--- src/rtl/ponylink_rx_checker_expect_gen.sv ---
// Expected beat contents as a pure function of the beat index.
module ponylink_rx_expect_gen #(
    parameter int TDATA_WIDTH = 8,
    parameter int TUSER_WIDTH = 4,
    parameter int NUM_WORDS   = 4,
    parameter int DATA_SEED   = 23,
    parameter int USER_SEED   = 13
) (
    input  logic [7:0]             i_index,
    output logic [TDATA_WIDTH-1:0] o_tdata,
    output logic [TUSER_WIDTH-1:0] o_tuser,
    output logic                   o_tlast
);

    // Seed plus index, wrapping at the field width; tlast marks the final beat
    always_comb begin
        o_tdata = TDATA_WIDTH'(DATA_SEED) + TDATA_WIDTH'(i_index);
        o_tuser = TUSER_WIDTH'(USER_SEED) + TUSER_WIDTH'(i_index);
        o_tlast = (i_index == 8'(NUM_WORDS - 1));
    end

endmodule

--- config.mk ---
export PLATFORM = sky130hd
export DESIGN_NAME = ponylink_rx_expect_gen
export DESIGN_NICKNAME = d
export VERILOG_FILES = /design/src/rtl/ponylink_rx_checker_expect_gen.sv
export SDC_FILE = /design/constraint.sdc
export NUM_CORES = 1
export LEC_CHECK = 0
export BUFFER_PORTS_ARGS = -buffer_cell sky130_fd_sc_hd__buf_2
export CAP_MARGIN = 25
export CELL_PAD_IN_SITES_DETAIL_PLACEMENT = 0
export CELL_PAD_IN_SITES_GLOBAL_PLACEMENT = 1
export CORE_AREA = 2 2 39 41
export DETAILED_ROUTE_END_ITERATION = 12
export DIE_AREA = 0 0 41 43
export GPL_TIMING_DRIVEN = 0
export PLACE_DENSITY = 0.68
export SETUP_SLACK_MARGIN = 0.1
export SYNTH_ARGS = -nofsm -noshare
export SYNTH_HDL_FRONTEND = slang
export SYNTH_SLANG_ARGS = --single-unit
--- constraint.sdc ---
create_clock -name vclk -period 1
set_input_delay 0.15 -clock vclk [all_inputs]
set_output_delay 0.15 -clock vclk [all_outputs]
set_load 0.05 [all_outputs]
* After elaboration in Yosys (flattened, before gate mapping)
Index checks and enable logic that the tools add are counted.
** Word-level totals
- Register bits after elaboration :: 0
** Operators by class
- Add/sub/neg operators :: 2
- Equality and inequality tests :: 1
** Operators with widths (count)
- adder 5 x 8 -> 8 bit, first input constant :: 1
- == test 8 x 2 -> 1 bit, second input constant :: 1
- adder 4 bit, first input constant :: 1

* Longest topological paths before layout
- Word-level depth :: 1
- Gate-level depth with buffers :: 5
- Gate-level depth less buffers :: 5

* Worst setup path after synthesis
Ideal clock, no wire load.
- Path type :: input port to output port
- Start point :: input i_index[0]
- End point :: output o_tdata[4]
- Arrival time :: 1781 ps
- Data required time :: 850 ps
- Setup slack :: -931 ps
- Stages on the path :: 5
- Buffers on the path :: 0
- Cell sequence :: inv_1 ha_1 nor2b_1 nor2b_1 xnor2_1
** Between the ends
- Longest elaborated chain between the ends :: 1
** RTL lines
- from (decl) :: RTL line 9 : input logic [7:0] i_index,
- adder 5 x 8 -> 8 bit :: RTL line 17 : o_tdata = TDATA_WIDTH'(DATA_SEED) + TDATA_WIDTH'(i_index);
- to (decl) :: RTL line 10 : output logic [TDATA_WIDTH-1:0] o_tdata,
Every way passes these cells.

* Final worst setup path
- Start point :: input i_index[2]
- End point :: output o_tdata[5]
The elaborated chain is that of the path after synthesis.

==> results_dict.tcl <==
set metrics [dict create \
    p_switching_mw 0.3045 \
    min_period_over_period_pct 139.6 \
    seq_cells 0 \
    p_leak_nw 0.3085 \
    ctsHoldBuffers 0 \
    first_pass_iters 1 \
    track_usage_pct 9.739 \
    p_sw_share_pct 54.50 \
    antenna_cells 0 \
    worstSetupPathType "input port to output port" \
    finalPower_mw 0.5588 \
    synth_simple_gate_area_share_pct 28.30 \
    required_ns 0.85 \
    ioPinCount 21 \
    cp_max_fo 2 \
    intPower_mw 0.2542 \
    relSlewSlack_pct 72.69 \
    synth_compound_area_share_pct 13.21 \
    cpMostUsedCell "buf_6" \
    p_clk_share_pct 0 \
    fin_crit_ns 1.396 \
    hold_viol_final 0 \
    finalNetCount 67 \
    dieArea_um2 1763 \
    final_cell_mix "buf_6, buf_4, buf_8" \
    vias_per_cell 4.127 \
    rows 14 \
    die_y_um 43 \
    violations "setup timing" \
    crit_chain "buf_12 > o31a_1 > buf_4 > buf_6 > nor2_4 > xnor2_4 > buf_6" \
    max_freq_ghz 0.7162 \
    synthMuxAreaShare_pct 0 \
    drc_errors 0 \
    ir_worst_vdd_mv 0.3718 \
    final_common_cell "buf_6" \
    dp_hpwl_um 553.9 \
    netlist.area_leader.share_pct 17.61 \
    start_util_pct 14.38 \
    synth_nets 37 \
    io_buffers 20 \
    start_kind "input port" \
    postLayoutCoreUtil_pct 54.07 \
    nClkBuffers 0 \
    routabilityCongestion 0.6248 \
    overflow 0 \
    synth_area_um2 198.9 \
    synth_xor_area_share_pct 30.82 \
    synth_top_family_by_area "XOR/XNOR gates" \
    rsz0062_at_grt "yes" \
    crit_path_end_kind "output port" \
    core_um2 1384 \
    drt_iter0_drc 0 \
    grt_pass1_wl_um 1276 \
    cp.arrival_ns 1.25 \
    antenna_found_initial 0 \
    synth_cells 27 \
    maxCapViolCount 0 \
    vias 293 \
    antenna_left 0 \
    syn_avg_cell_area_um2 7.368 \
    powerDensity_nw_per_um2 746.8 \
    setup_ws_ns -0.3963 \
    area_delta_synth_final_pct 276.1 \
    routedWlPerCell_um 9.986 \
    grt_pass1_vias 309 \
    yosys_warnings 0 \
    final-seq-area_um2 0 \
    yosysTopAreaCell "xnor2_1" \
    max_stage_delay_ns 0.30 \
    finalWirelength_um 709 \
    synth_area_leaders "xnor2_1, xor2_1, ha_1" \
    combPwrFrac_pct 100.0 \
    yosysSeqAreaShare_pct 0 \
    pre_cts_slack_ns -0.7069 \
    report.final.slew_viol_count 0 \
    final_layout_size_suffix_gt1_share_pct 90.91 \
    synth_cell_types 16 \
    grt_max_degree 7 \
    hp-class "input port to output port" \
    critPathSlowestCell "o31a_1" \
    status "complete, but fails checks" \
    setup_viol 9 \
    dieWidth_um 41 \
    seqPwrFrac_pct 0 \
    max_slew.worst_pin.slew_ns 0.4078 \
    synth-adder-area-share_pct 12.58 \
]
## routing by layer
| metal | wire length, um | global-route usage (%) | up-vias |
|---|---|---|---|
| met5 | 0 | 0 | - |
| met4 | 0 | 0 | 0 |
| met3 | 32 | 0.5236 | 0 |
| met2 | 427 | 19.06 | 9 |
| met1 | 249 | 11.25 | 141 |
| li1 | - | - | 143 |
## cell usage after synthesis
master and n:
nor2_1 2, inv_1 3, or4_1 1, nand2_1 2, nor4b_2 1, xor2_1 3, o31a_1 1, nor4_1 1
xnor2_1 4, a21oi_1 1, ha_1 2, o21ai_1 1, buf_4 1, o211ai_1 1, buf_6 1, nor2b_1 2
## layout make-up
type | count | area [um2]
plain buffers | 2 | 27.53
fillers | 118 | 635.6
inverters | 3 | 15.01
multi-input cells | 22 | 375.4
well taps | 16 | 20.02
repair buffers | 28 | 310.3
## final timing paths
kind	startpoint	end	slack (ns)	cells past startpoint
setup / recovery	i_index[2]	o_tdata[5]	-0.40	7
hold / removal	i_index[3]	o_tuser[3]	0.62	3
## cells by family (layout without fill, tap and decap cells)
logic type	Yosys count	in the layout
AND/OR/NAND/NOR	9	9
XOR/XNOR	7	7
adder cells (fa/ha/maj)	2	2
buffers and inverters	5	33
AO/OA/AOI/OAI	4	4
## power groups by stage
stage | combinational, mW | sequential [mW] | clock, mW
global route | 0.584 | 0 | 0
finish | 0.559 | 0 | 0
floorplan | 0.340 | 0 | 0
global placement | 0.425 | 0 | 0
detailed placement | 0.428 | 0 | 0
CTS | 0.547 | 0 | 0
## critical path: cells and delay by family
kind | cells | cell delay, ns
buffers and inverters | 4 | 0.53
AO/OA/AOI/OAI | 1 | 0.30
AND/OR/NAND/NOR | 1 | 0.14
XOR/XNOR | 1 | 0.12
## timing repair
| item | CTS | global route |
|---|---|---|
| setup buffers | 7 | 1 |
| setup endpoints to repair | 12 | 12 |
| pin swaps | 5 | 3 |
| resized for setup | 43 | 5 |
## per-stage QoR
stage / hold slack (ns) / cells / setup TNS [ns] / instance area (um2)
finish: 0.6210 / 71 / -2.144 / 748.2
global route: 0.6318 / 71 / -2.540 / 748.2
CTS: 0.6246 / 70 / -2.086 / 723.2
detailed placement: 0.6740 / 63 / -3.834 / 530.5
global placement: 0.6709 / 63 / -3.740 / 530.5
floorplan: 0.3701 / 27 / -2.465 / 410.4
Note: power is estimated with default switching activity, not from simulation.
